## src/rtl/uart_tx_scheduler.sv

```systemverilog
// Round-robin arbiter sharing one UART transmitter among NREQ byte sources.
// Latches the winning byte, pulses tx_start, waits for tx_done or a watchdog abort.
module uart_tx_scheduler #(
  parameter int NREQ    = 4,
  parameter int TIMEOUT = 200000
) (
  input  logic              CLK,
  input  logic              RST,
  input  logic [NREQ-1:0]   req,
  input  logic [8*NREQ-1:0] req_data,
  output logic [NREQ-1:0]   req_ack,
  output logic [NREQ-1:0]   req_done,
  output logic              tx_err,
  output logic              busy,
  output logic              tx_start,
  output logic [7:0]        tx_data,
  input  logic              tx_done
);

  localparam int GW = $clog2(NREQ);
  localparam int WW = $clog2(TIMEOUT) + 1;

  typedef enum logic [1:0] {
    IDLE,
    START,
    WAIT,
    DONE
  } state_t;

  state_t          state;
  state_t          state_n;
  logic [GW-1:0]   grant;
  logic [GW-1:0]   grant_n;
  logic [GW-1:0]   last_grant;
  logic [GW-1:0]   last_n;
  logic [GW-1:0]   winner;
  logic [WW-1:0]   wdog;
  logic [WW-1:0]   wdog_n;
  logic [NREQ-1:0] ack_n;
  logic [NREQ-1:0] done_n;
  logic            err_n;
  logic            start_n;
  logic [7:0]      data_n;
  logic [7:0]      lane [NREQ];

  // Nearest set request after the previous grant, scanning modulo NREQ.
  function automatic logic [GW-1:0] rr_pick(
    input logic [NREQ-1:0] r,
    input logic [GW-1:0]   last
  );
    logic [GW-1:0] w;
    int            idx;
    w = last;
    for (int k = NREQ; k >= 1; k--) begin
      idx = int'(last) + k;
      if (idx >= NREQ) idx = idx - NREQ;
      if (r[GW'(idx)]) w = GW'(idx);
    end
    return w;
  endfunction

  // Unpack the byte lanes so the winner can select one directly.
  always_comb begin
    for (int i = 0; i < NREQ; i++) begin
      lane[i] = req_data[8*i +: 8];
    end
  end

  // Round-robin choice, only consumed when some request is pending.
  always_comb begin
    winner = rr_pick(req, last_grant);
  end

  // Next state and next registered outputs; pulses default low.
  always_comb begin
    state_n = state;
    grant_n = grant;
    last_n  = last_grant;
    wdog_n  = wdog;
    ack_n   = '0;
    done_n  = '0;
    err_n   = 1'b0;
    start_n = 1'b0;
    data_n  = tx_data;
    unique case (state)
      IDLE: begin
        if (|req) begin
          data_n  = lane[winner];
          grant_n = winner;
          ack_n   = NREQ'(1) << winner;
          state_n = START;
        end
      end
      START: begin
        start_n = 1'b1;
        wdog_n  = '0;
        state_n = WAIT;
      end
      WAIT: begin
        wdog_n = wdog + 1'b1;
        if (tx_done) begin
          done_n  = NREQ'(1) << grant;
          state_n = DONE;
        end else if (wdog == WW'(TIMEOUT - 1)) begin
          err_n   = 1'b1;
          last_n  = grant;
          state_n = IDLE;
        end
      end
      DONE: begin
        last_n  = grant;
        state_n = IDLE;
      end
      default: state_n = IDLE;
    endcase
  end

  // State, grant history, watchdog and registered outputs.
  always_ff @(posedge CLK) begin
    if (RST) begin
      state      <= IDLE;
      grant      <= '0;
      last_grant <= GW'(NREQ - 1);
      wdog       <= '0;
      req_ack    <= '0;
      req_done   <= '0;
      tx_err     <= 1'b0;
      tx_start   <= 1'b0;
      tx_data    <= 8'h00;
    end else begin
      state      <= state_n;
      grant      <= grant_n;
      last_grant <= last_n;
      wdog       <= wdog_n;
      req_ack    <= ack_n;
      req_done   <= done_n;
      tx_err     <= err_n;
      tx_start   <= start_n;
      tx_data    <= data_n;
    end
  end

  assign busy = (state != IDLE);

endmodule
```

## config.mk

```make
export PLATFORM = sky130hd
export DESIGN_NAME = uart_tx_scheduler
export DESIGN_NICKNAME = d
export VERILOG_FILES = /design/src/rtl/uart_tx_scheduler.sv
export SDC_FILE = /design/constraint.sdc
export NUM_CORES = 1
export LEC_CHECK = 0
export ABC_AREA = 1
export CORE_UTILIZATION = 45
export DETAILED_ROUTE_END_ITERATION = 7
export PLACE_DENSITY = 0.87
export SLEW_MARGIN = 25
export SYNTH_ARGS = -nofsm -noshare
export SYNTH_HDL_FRONTEND = slang
export SYNTH_SLANG_ARGS = --single-unit
```

## constraint.sdc

```tcl
create_clock -name CLK -period 1.8 [get_ports CLK]
set_input_delay 0.36 -clock CLK [delete_from_list [all_inputs] [get_ports CLK]]
set_output_delay 0.36 -clock CLK [all_outputs]
set_load 0.005 [all_outputs]
```

==> flow_summary.ini <==
[setup_path]
startpoint_type = register
arrival_ns = 1.96
cp-end-kind = register
critical_path_peak_fanout = 5
critPathRequiredTime_ns = 1.99
critPathKind = register to register

[logic_synthesis]
synth_xor_area_share_pct = 0
synth_compound_area_share_pct = 7.64
syn_area_um2 = 2470
ys.warnings.count = 0
syn_area_per_cell_um2 = 6.63
syn_nets = 417
synth.most_common_cell = inv_1
yosys.area.top_type_share_pct = 34.8
ys_seq_area_share_pct = 34.8
synth.area.mux_share_pct = 0
synth_edf_count = 0
yosys.area_share.simple_pct = 40.4
synthCells = 373
synth_area_leaders = dfxtp_1 (35%), inv_1 (11%), nand2_1 (10%)
ys_async_sr_fraction_pct = 0
ys_ff_latch = 43
synth_cell_types = 30
yosys-top-cells-count = inv_1 (73), nand2_1 (67), dfxtp_1 (43), nand3_1 (43), nor2_1 (37)
synth_top_family_by_area = simple AND/OR/NAND/NOR gates
synth_fa_ha_area_share_pct = 2.53
yosys_most_used_dff = dfxtp_1
synth.largest_area_cell = dfxtp_1

[die]
num_rows = 26
start_util_pct = 47.5
die_y_um = 76.1
ios = 58
fp.dieArea_um2 = 5790
core_region_area_um2 = 5200
die_w_um = 76.1

[global_routing]
grt_pass1_vias = 2515
grt_usage_pct = 21.7
grt_first_pass_wirelength_mm = 10.5
antenna_found_initial = 0
grt_remaining_overflow = 0
grt_max_degree = 22

[route]
wire_per_inst_um = 12.8
wirelength_mm = 6.80
first_pass_iters = 5
ant_nets = 0
drtIter0Drc = 185
via_count = 2723
drc = 0
via_per_inst = 5.11

[status]
status = finished, final reports clean

[placed_design]
place.gp.congestion = 0.885
pre_cts_ws_ns = -0.267
io_buffers = 57
dp_hpwl_mm = 4.59
place_inst = 515

[cts]
tritoncts = done
clk_pin_slew_ns = 0.08
cts_max_level = 2
numCtsBuffers = 5
clk_latency_ns = 0.30
root_buffer = clkbuf_8
clock_sinks = 43
cts_buffer_depth = 2

[power_and_ir_drop]
power.leakage_nw = 1.76
ir_worst_vdd_uv = 616
power.total_mw = 3.37
powerDensity_nw_per_um2 = 936

[timing]
fin_ws_ns = 0.0302
fin_crit_ns = 1.77
fin_crit_sh_pct = 98.3
timing.hold.ws_ns = 0.484
final-hold-violation-count = 0
rsz0062_at_grt = true
max_freq_ghz = 0.565
worst_slew_pin_slew_ns = 0.295
setup_viol = 0
maxSlewViolCount = 0
slew_headroom_pct = 80.3
skew_ns = 0.00659

[cells_and_area]
fin_cells = 533
syn_to_final_growth_pct = 45.7
final_util_pct = 69.2
nNetsFinal = 506
drive_above_1_share_pct = 22.9
diodes = 0

[flow_run]
drv_cap = 0

[hold_path]
hp-class = register to register
worst max-delay path, stage by stage (launching register included):
cell	delay, ns
dfxtp_2	0.33
inv_1	0.08
ha_4	0.31
inv_1	0.06
nor3_2	0.21
nand2_1	0.10
nor2_1	0.16
nand2_1	0.13
nor3_2	0.18
a21oi_1	0.09
area by class of cell:
cell class              count  area, um2
fillers                   391       1600
repair buffers             89        853
flip-flops and latches     43        866
inverters                  78        305
clock inverters             3       20.0
multi-input cells         245       1400
well taps                  70       87.6
clock buffers               5       68.8
metal layers:
metal	global-route usage, %	vias to the layer above	share of wire [%]
li1	-	1348	-
met1	25.6	1226	41
met2	38.9	126	50
met3	3.83	23	6.4
met4	8.46	0	2.6
met5	0	-	0
final timing paths:
path,from,slack (ns),endpoint,cells past startpoint
max reg2reg,state[1],0.03,wdog[14],9
max,state[1],0.03,wdog[14],9
min reg2reg,wdog[16],0.48,wdog[16],1
min,wdog[16],0.48,wdog[16],1
kinds of logic after synthesis:
| logic type | count (synthesis) |
|---|---|
| AND/OR/NAND/NOR | 202 |
| buffers and inverters | 86 |
| flip-flops | 43 |
| AO/OA/AOI/OAI | 37 |
| adder cells (fa/ha/maj) | 5 |
state kept, by name, indices dropped and copies added (netlist names):
name	cells
wdog	19
tx_data	8
req_ack	4
req_done	4
grant	2
last_grant	2
state	2
tx_err	1
tx_start	1
stage by stage:
stage          setup TNS [ns]  area [um2]
5_1_grt                -0.417        3600
6_report                    0        3600
4_1_cts                     0        3430
3_3_place_gp            -2.19        3280
2_1_floorplan               0        2490
3_5_place_dp            -3.03        3280
power breakdown:
group | internal [mW] | switching (mW) | total [mW]
combinational | 0.726 | 0.880 | 1.61
sequential | 1.07 | 0.0813 | 1.16
clock | 0.270 | 0.341 | 0.610
total | 2.07 | 1.30 | 3.37
placed cells by master (no fill, tap or decap), types with 7 or more instances in the layout:
master	n
a21oi_1	22
buf_4	29
clkdlybuf4s50_1	52
dfxtp_1	39
inv_1	72
nand2_1	61
nand2_2	21
nand3_1	33
nand3_2	17
nand4_1	7
nor2_1	34
nor3_1	8
o21ai_0	11
repair_timing:
| action | CTS | global route |
|---|---|---|
| hold buffers | 0 | 0 |
| gates cloned | 0 | 2 |
| endpoints found under the setup margin | 5 | 24 |
| pin swaps | 7 | 18 |
| resized for setup | 9 | 31 |
| buffers inserted | 6 | 2 |
No activity file was read; power rests on OpenSTA's default activity.
